`src/rtl/mc_control.sv`:
```
// Multi-cycle control FSM: FETCH/DECODE/EXEC/MEM/WB sequencing with a mem_ready handshake.
// The instruction class is latched in DECODE so that every later strobe depends only on state.
module mc_control (
  input  logic       clk,
  input  logic       rst,
  input  logic [5:0] opcode,
  input  logic [5:0] funct,
  input  logic       mem_ready,
  output logic [2:0] alu_select,
  output logic [1:0] alu_src_b,
  output logic       iord,
  output logic       mem_read,
  output logic       mem_write,
  output logic       ir_write,
  output logic       pc_inc,
  output logic       pc_write,
  output logic       alu_out_write,
  output logic       mdr_write,
  output logic       reg_write,
  output logic       reg_dst,
  output logic       mem_to_reg,
  output logic       illegal,
  output logic       instr_done,
  output logic [2:0] state
);

  typedef enum logic [2:0] {
    StFetch  = 3'd0,
    StDecode = 3'd1,
    StExec   = 3'd2,
    StMem    = 3'd3,
    StWb     = 3'd4
  } state_e;

  typedef enum logic [3:0] {
    ClsNone, ClsAnd, ClsOr, ClsAdd, ClsSub, ClsAndi, ClsOri, ClsAddi,
    ClsLui, ClsLw, ClsSw, ClsBeq, ClsJ, ClsIllegal
  } cls_e;

  state_e state_q, state_d;
  cls_e   class_q, dec_cls;

  always_comb begin
    dec_cls = ClsIllegal;
    case (opcode)
      6'h00: begin
        case (funct)
          6'h24:   dec_cls = ClsAnd;
          6'h25:   dec_cls = ClsOr;
          6'h20:   dec_cls = ClsAdd;
          6'h22:   dec_cls = ClsSub;
          default: dec_cls = ClsIllegal;
        endcase
      end
      6'h0C:   dec_cls = ClsAndi;
      6'h0D:   dec_cls = ClsOri;
      6'h08:   dec_cls = ClsAddi;
      6'h0F:   dec_cls = ClsLui;
      6'h23:   dec_cls = ClsLw;
      6'h2B:   dec_cls = ClsSw;
      6'h04:   dec_cls = ClsBeq;
      6'h02:   dec_cls = ClsJ;
      default: dec_cls = ClsIllegal;
    endcase
  end

  always_ff @(posedge clk or posedge rst) begin
    if (rst) begin
      state_q <= StFetch;
      class_q <= ClsNone;
    end else begin
      state_q <= state_d;
      if (state_q == StDecode) begin
        class_q <= dec_cls;
      end
    end
  end

  always_comb begin
    state_d = StFetch;
    case (state_q)
      StFetch:  state_d = mem_ready ? StDecode : StFetch;
      StDecode: state_d = (dec_cls == ClsIllegal) ? StFetch : StExec;
      StExec: begin
        case (class_q)
          ClsLw, ClsSw: state_d = StMem;
          ClsAnd, ClsOr, ClsAdd, ClsSub, ClsAndi, ClsOri, ClsAddi, ClsLui: state_d = StWb;
          default: state_d = StFetch;
        endcase
      end
      StMem: begin
        if (!mem_ready) begin
          state_d = StMem;
        end else if (class_q == ClsLw) begin
          state_d = StWb;
        end else begin
          state_d = StFetch;
        end
      end
      StWb:    state_d = StFetch;
      default: state_d = StFetch;
    endcase
  end

  always_comb begin
    alu_select    = 3'b000;
    alu_src_b     = 2'd0;
    iord          = 1'b0;
    mem_read      = 1'b0;
    mem_write     = 1'b0;
    ir_write      = 1'b0;
    pc_inc        = 1'b0;
    pc_write      = 1'b0;
    alu_out_write = 1'b0;
    mdr_write     = 1'b0;
    reg_write     = 1'b0;
    reg_dst       = 1'b0;
    mem_to_reg    = 1'b0;
    illegal       = 1'b0;
    instr_done    = 1'b0;
    case (state_q)
      StFetch: begin
        mem_read = 1'b1;
        ir_write = mem_ready;
        pc_inc   = mem_ready;
      end
      StDecode: begin
        illegal    = (dec_cls == ClsIllegal);
        instr_done = (dec_cls == ClsIllegal);
      end
      StExec: begin
        alu_out_write = 1'b1;
        case (class_q)
          ClsAnd:  alu_select = 3'b000;
          ClsOr:   alu_select = 3'b001;
          ClsAdd:  alu_select = 3'b010;
          ClsSub:  alu_select = 3'b011;
          ClsAndi: begin alu_select = 3'b000; alu_src_b = 2'd2; end
          ClsOri:  begin alu_select = 3'b001; alu_src_b = 2'd2; end
          ClsAddi, ClsLw, ClsSw: begin alu_select = 3'b010; alu_src_b = 2'd1; end
          ClsLui:  begin alu_select = 3'b100; alu_src_b = 2'd3; end
          ClsBeq, ClsJ: begin
            alu_select    = (class_q == ClsBeq) ? 3'b101 : 3'b110;
            alu_out_write = 1'b0;
            pc_write      = 1'b1;
            instr_done    = 1'b1;
          end
          default: alu_out_write = 1'b0;
        endcase
      end
      StMem: begin
        iord       = 1'b1;
        mem_read   = (class_q == ClsLw);
        mem_write  = (class_q == ClsSw);
        mdr_write  = (class_q == ClsLw) && mem_ready;
        instr_done = (class_q == ClsSw) && mem_ready;
      end
      StWb: begin
        reg_write  = 1'b1;
        reg_dst    = (class_q inside {ClsAnd, ClsOr, ClsAdd, ClsSub});
        mem_to_reg = (class_q == ClsLw);
        instr_done = 1'b1;
      end
      default: ;
    endcase
    // Reset kills any in-flight request immediately, without waiting for a clock edge.
    if (rst) begin
      alu_select    = 3'b000;
      alu_src_b     = 2'd0;
      iord          = 1'b0;
      mem_read      = 1'b0;
      mem_write     = 1'b0;
      ir_write      = 1'b0;
      pc_inc        = 1'b0;
      pc_write      = 1'b0;
      alu_out_write = 1'b0;
      mdr_write     = 1'b0;
      reg_write     = 1'b0;
      reg_dst       = 1'b0;
      mem_to_reg    = 1'b0;
      illegal       = 1'b0;
      instr_done    = 1'b0;
    end
  end

  assign state = state_q;

endmodule
```
`config.mk`:
```
export PLATFORM = sky130hd
export DESIGN_NAME = mc_control
export DESIGN_NICKNAME = d
export VERILOG_FILES = /design/src/rtl/mc_control.sv
export SDC_FILE = /design/constraint.sdc
export NUM_CORES = 1
export LEC_CHECK = 0
export ABC_CLOCK_PERIOD_IN_PS = 2500
export BUFFER_PORTS_ARGS = -buffer_cell sky130_fd_sc_hd__buf_2
export CELL_PAD_IN_SITES_DETAIL_PLACEMENT = 0
export CELL_PAD_IN_SITES_GLOBAL_PLACEMENT = 1
export CORE_MARGIN = 1
export CORE_UTILIZATION = 34
export CTS_CLUSTER_SIZE = 12
export DETAILED_ROUTE_END_ITERATION = 16
export PLACE_DENSITY_LB_ADDON = 0.1
export RECOVER_POWER = 25
export SETUP_SLACK_MARGIN = 0.5
export SYNTH_ARGS = -nofsm -noshare
export SYNTH_HDL_FRONTEND = slang
export SYNTH_SLANG_ARGS = --single-unit
```
`constraint.sdc`:
```
create_clock -name clk -period 2.5 [get_ports clk]
set_input_delay 0.625 -clock clk [delete_from_list [all_inputs] [get_ports clk]]
set_output_delay 0.625 -clock clk [all_outputs]
set_load 0.1 [all_outputs]
```
==> impl_metrics.csv, run 1 <==
group,metric,value,unit
timing,worst_slew_pin_slew,0.484,ns
synthesis,syn_area_per_cell,7.15,sq um
grt,gr-total-overflow,0,
placement,port-buffer-count,35,
timing,setup_ws,-0.137,ns
detailed_routing,drt_wl_total,4.36,mm
detailed_routing,drt_iter0_drc,44,
placement,place.gp.congestion,0.941,
floorplan,core,2780,sq um
grt,grt_pass1_wl,6.98,mm
synthesis,synth_top_family_by_area,"simple AND/OR/NAND/NOR gates",
synthesis,ys.flop_type,"dfrtp_1",
timing,setup_violations,6,
critical_path,r2r_end,"state[2]",
synthesis,yosysUniqueCellTypes,41,
power_and_ir_drop,irDropWorstVdd,432,uV
final_layout,nFillCells,148,
timing,finalHoldViolCount,0,
synthesis,syn-cell-area,1010,sq um
synthesis,synth_nets,160,
grt,grt_max_degree,15,
synthesis,yosys.area_share.simple,39.0,%
grt,grtUsageTotal,28.2,%
synthesis,netlist_top_cells_area,"dfrtp_1 (17%), nor2_1 (7.1%), o21ai_0 (6.0%), a21oi_1 (5.0%), ha_1 (5.0%)",
final_layout,final_cell_area,2360,sq um
detailed_routing,dr.pass1.iters,4,
critical_path,r2r_cells,10,
timing,timing.fmax,379,MHz
critical_path,rrSetupSlack,0.92,ns
final_layout,n_antenna_cell,0,
final_layout,final-seq-area,186,sq um
grt,first_global_vias,1419,
timing,slew_violations,0,
timing,timing.final.crit_share,105,%
synthesis,synth_seq_cells,7,
grt,antenna_found_initial,0,
synthesis,synth_top_area_share,17.4,%
outcome,status,"finished, violations left",
clock_tree,max-clock-path-buffers,2,
placement,dpl_worst_slack,-0.175,ns
critical_path,worstPathMaxFanout,7,
floorplan,initial_core_util,36.3,%
final_layout,nets,248,
synthesis,async_flop_share,100,%
timing,fin_skew,0.00659,ns
final_layout,multi_input_area,1070,sq um
worst_hold_path,min-delay-path-class,"primary input to asynchronous set/reset pin",
clock_tree,clkTransAtPathRegs,0.06,ns
floorplan,die_w,56.5,microns
clock_tree,ctsHtreeMaxLevel,1,
power_and_ir_drop,p_leak,0.940,nW
synthesis,yosysMostFrequentCell,"nor2_1",
clock_tree,cts.sinks,7,
critical_path,crit_type,"primary input to output pin",
final_layout,syn2layout_area_growth,134,%
final_layout,fin_cells,259,
outcome,violations,"setup timing",
synthesis,synthTopCellsByCount,"nor2_1 (19), o21ai_0 (12), a21oi_1 (10)",
power_and_ir_drop,power,0.961,mW
critical_path,required,1.88,ns
timing,fin_hold_ws,0.612,ns
synthesis,yosysWarnings,0,
placement,place_hpwl,2.65,mm
clock_tree,holdBufCountCts,0,
synthesis,synth-xor-area-share,1.74,%
critical_path,rr_startpoint,"class_q[1]",
timing,rsz0062_at_grt,"yes",
timing,setup-tns-final,-0.538,ns
final_layout,layout-drive-gt1-share,66.7,%
critical_path,cp-start-kind,"primary input",
floorplan,ios,36,
synthesis,synth_compound_area_share,25.4,%
clock_tree,root_buffer,"clkbuf_4",
timing,relSlewSlack,68.0,%
final_layout,utilization,84.8,%
timing,min_period,2.64,ns
detailed_routing,num_vias,1430,
detailed_routing,route.detailed.drc,0,
power_and_ir_drop,pwr_density_cell,407,nW/um^2
clock_tree,cts_tree,"built",
synthesis,synthAdderAreaFrac,4.96,%
clock_tree,clk-insertion-delay-late,0.28,ns
detailed_routing,wire_per_inst,16.8,microns
critical_path,worstSetupEndpointType,"output pin",
clock_tree,cts_buffers,3,
synthesis,yosysTopAreaCell,"dfrtp_1",
placement,placed_cells,223,
synthesis,synth_edf_count,0,
job,drv_cap,0,
placement,placed_area,1810,sq um
detailed_routing,vias_per_cell,5.52,
synthesis,netlist_instances,141,
synthesis,ys_seq_area_share,17.4,%
floorplan,dieHeight,56.5,microns
detailed_routing,ant_nets,0,
critical_path,cp.arrival,2.01,ns
floorplan,num_rows,19,
synthesis,synth_mux_area_share,3.35,%
floorplan,dieArea,3190,sq um
[worst max-delay path, cell delays in order]
cell     delay (ns)
buf_12         0.11
and4b_2        0.25
a32oi_2        0.22
nand4_1        0.23
o32ai_4        0.36
buf_12         0.21
[metal layers]
metal / wire (microns) / track usage [%] / part of all wire (%) / up-vias
li1: - / - / - / 685
met1: 1820 / 36.0 / 42 / 694
met2: 2300 / 47.4 / 53 / 44
met3: 191 / 5.76 / 4.4 / 7
met4: 53 / 9.06 / 1.2 / 0
met5: 0 / 0 / 0 / -
[cells in the final DEF, fill, tap and decap left out, types with 2 or more instances in the layout]
master and instances:
ha_4 3, inv_1 4, nor2b_1 4, nand2_2 3
a21oi_4 2, o21ai_0 7, o21ai_1 2, nand2b_1 5
buf_6 20, buf_2 10, and3_4 4, a21oi_1 7
xnor2_1 2, clkbuf_1 3, buf_12 20, nand3_1 3
buf_4 39, nor3_4 3, nand2_1 5, dfrtp_1 4
clkbuf_4 4, nor2_4 8, nor2b_4 2, mux2_2 2
buf_8 2, o21a_1 2, nor2_1 10, inv_2 2
nand4_1 4, nand3b_1 3, o21ai_2 4, dfrtp_4 3
[flip-flops by register name, summed over array words and instances (netlist names)]
name     flops
class_q      4
state        3
[final cells by class]
cell class / instances / area share [%]
multi-input cells: 116 / 45.2
inverters: 7 / 1.17
flip-flops and latches: 7 / 7.90
clock buffers: 4 / 1.11
repair buffers: 94 / 43.0
well taps: 31 / 1.64
[cells by family after synthesis]
family,Yosys count
flops,7
xor+xnor,2
compound gates,38
simple gates,69
fa+ha+maj,4
buf+inv,18
mux,3
[timing repair]
item                                    in CTS  in global routing
pin swaps                                   24                 21
cloned                                       0                  0
endpoints found under the setup margin      18                 19
buffers inserted                            21                 11
gates resized for setup                     62                 16
[where the power goes]
group          internal, mW  leakage [nW]  switching, mW
logic                 0.309         0.849          0.378
registers             0.131        0.0763         0.0236
clock network        0.0619        0.0150         0.0570
total                 0.502         0.940          0.459
[worst max-delay path by stage]
stage	from	to	slack [ns]	cells past startpoint
CTS	opcode[3]	instr_done	-0.10	7
finish	opcode[0]	instr_done	-0.14	6
floorplan	opcode[0]	instr_done	-0.41	5
detailed placement	opcode[5]	instr_done	-0.18	7
global placement	opcode[5]	instr_done	-0.13	6
global route	class_q[1]	alu_select[1]	-0.17	9
No activity file was read; power rests on OpenSTA's default activity.
==> run 2: changes to the inputs <==
--- a/config.mk
+++ b/config.mk
@@ -15,6 +15,7 @@
 export DETAILED_ROUTE_END_ITERATION = 16
 export PLACE_DENSITY_LB_ADDON = 0.1
 export RECOVER_POWER = 25
+export REMOVE_ABC_BUFFERS = 1
 export SETUP_SLACK_MARGIN = 0.5
 export SYNTH_ARGS = -nofsm -noshare
 export SYNTH_HDL_FRONTEND = slang
==> run 2 against run 1 <==
Compared with the run above:
- the run still ends with setup timing left
- sequential power about the same
- power is 11% lower
- die area stayed put
- cell count shrank 6.2%
- final area shrank 6.9%
- maximum frequency rose by 2.5%
- first-iteration DRC count fell by 11%
- clock-buffer cell count is the same
- critical path type unchanged
- critical endpoint unchanged
- largest cell class unchanged
==> impl_metrics.csv, run 2 (synthesized netlist as in run 1, its figures left out) <==
group,metric,value,unit
grt,antenna_found_initial,0,
critical_path,r2r_end,"state[1]",
floorplan,initial_core_util,36.3,%
timing,timing.fmax,389,MHz
timing,slew_violations,0,
detailed_routing,ant_nets,0,
power_and_ir_drop,irDropWorstVdd,489,uV
final_layout,final_cell_area,2200,sq um
final_layout,final_common_cell,"buf_4",
final_layout,layout_common_cells,"buf_4 (29), buf_12 (19), buf_6 (17)",
floorplan,die_w,56.5,microns
timing,relSlewSlack,68.0,%
clock_tree,root_buffer,"clkbuf_4",
power_and_ir_drop,p_leak,0.874,nW
detailed_routing,route.detailed.drc,0,
grt,grt_max_degree,13,
final_layout,largest-register,"class_q",
clock_tree,cts_buffers,3,
critical_path,r2r_cells,6,
floorplan,dieHeight,56.5,microns
timing,setup_ws,-0.0727,ns
clock_tree,cts_tree,"built",
placement,place.gp.congestion,0.932,
critical_path,rrSetupSlack,0.92,ns
timing,setup_violations,3,
detailed_routing,num_vias,1293,
floorplan,core,2780,sq um
detailed_routing,drt_wl_total,3.73,mm
final_layout,n_antenna_cell,0,
clock_tree,clk-insertion-delay-late,0.25,ns
timing,finalHoldViolCount,0,
final_layout,utilization,78.9,%
job,drv_cap,0,
final_layout,largest_register_ffs,4,
timing,worst_slew_pin_slew,0.483,ns
critical_path,worstSetupEndpointType,"output pin",
critical_path,critical_path.top_delay_family,"compound AO/OA/AOI/OAI gates",
worst_hold_path,min-delay-path-class,"primary input to asynchronous set/reset pin",
placement,dpl_worst_slack,-0.155,ns
floorplan,num_rows,19,
clock_tree,cts.sinks,7,
placement,port-buffer-count,35,
final_layout,nFillCells,173,
critical_path,required,1.88,ns
critical_path,crit_type,"primary input to output pin",
critical_path,rr_startpoint,"class_q[0]",
detailed_routing,drt_iter0_drc,39,
power_and_ir_drop,pwr_density_cell,387,nW/um^2
final_layout,syn2layout_area_growth,118,%
detailed_routing,dr.pass1.iters,4,
timing,timing.final.crit_share,103,%
final_layout,layout-drive-gt1-share,66.0,%
grt,first_global_vias,1232,
timing,rsz0062_at_grt,"yes",
timing,fin_hold_ws,0.537,ns
floorplan,dieArea,3190,sq um
critical_path,critPathMaxStageDelay,0.35,ns
floorplan,ios,36,
critical_path,cp-start-kind,"primary input",
grt,grt_pass1_wl,5.79,mm
outcome,status,"finished, violations left",
detailed_routing,vias_per_cell,5.32,
timing,min_period,2.57,ns
grt,grtUsageTotal,22.9,%
grt,gr-total-overflow,0,
placement,placed_area,1590,sq um
critical_path,critPathSlowestCell,"o32ai_4",
critical_path,cp.arrival,1.95,ns
critical_path,worstPathMaxFanout,3,
timing,fin_skew,0.00323,ns
critical_path,crit_chain,"buf_8 > and4b_2 > a32oi_2 > nand4_1 > o32ai_4 > buf_12",
critical_path,crit_buf_inv,2,
clock_tree,max-clock-path-buffers,2,
clock_tree,clkTransAtPathRegs,0.05,ns
final_layout,nets,232,
outcome,violations,"setup timing",
placement,place_hpwl,2.33,mm
detailed_routing,wire_per_inst,15.4,microns
clock_tree,ctsHtreeMaxLevel,1,
## run 2: changes by cell type in the layout (fill, tap and decap cells not counted), sizes merged
cell / previous run / this run
bufbuf: 0 / 1
buf: 91 / 75
clkbuf: 7 / 6
## run 2: stage by stage
stage	setup TNS (ns)	power, mW	std cells
global route	-0.342	0.893	243
detailed placement	-0.302	0.579	217
finish	-0.183	0.850	243
floorplan	-20.25	0.416	130
global placement	-0.265	0.573	217
CTS	-0.103	0.815	238
## run 2: cell type report
type                    instances  area, sq um  area share [%]
flip-flops and latches          7          179            8.15
multi-input cells             116         1030            47.1
well taps                      31         38.8            1.77
inverters                       7         27.5            1.25
repair buffers                 78          890            40.5
clock buffers                   4         26.3            1.20
## run 2: worst max-delay path by stage
stage	startpoint	to	slack, ns	cells after the start
3_5_place_dp	opcode[5]	illegal	-0.15	7
4_1_cts	opcode[3]	instr_done	-0.07	7
3_3_place_gp	funct[3]	instr_done	-0.14	7
6_report	opcode[5]	instr_done	-0.07	6
2_1_floorplan	state[0]	illegal	-2.00	4
5_1_grt	class_q[0]	alu_select[1]	-0.13	9
## run 2: worst min-delay path: cells and delay by family
family	cells	cell delay [ns]
buf+inv	4	0.52
## run 2: power breakdown
group	leakage, nW	internal, mW	switching, mW
clock	0.0150	0.0610	0.0431
sequential	0.0779	0.128	0.0229
combinational	0.781	0.253	0.342
total	0.874	0.442	0.408
## run 2: layer usage
layer / vias to the layer above / track usage, % / wire length (microns)
met2: 23 / 37.5 / 1920
li1: 661 / - / -
met1: 605 / 31.8 / 1680
met5: - / 0 / 0
met3: 4 / 2.30 / 104
met4: 0 / 6.27 / 22
## run 2: repair_timing
action	CTS	global route
pin swaps	22	15
setup buffers	17	5
setup endpoints to repair	18	17
gates cloned	0	0
hold buffers	0	0
hold endpoints to repair	0	0
gates resized for setup	82	22
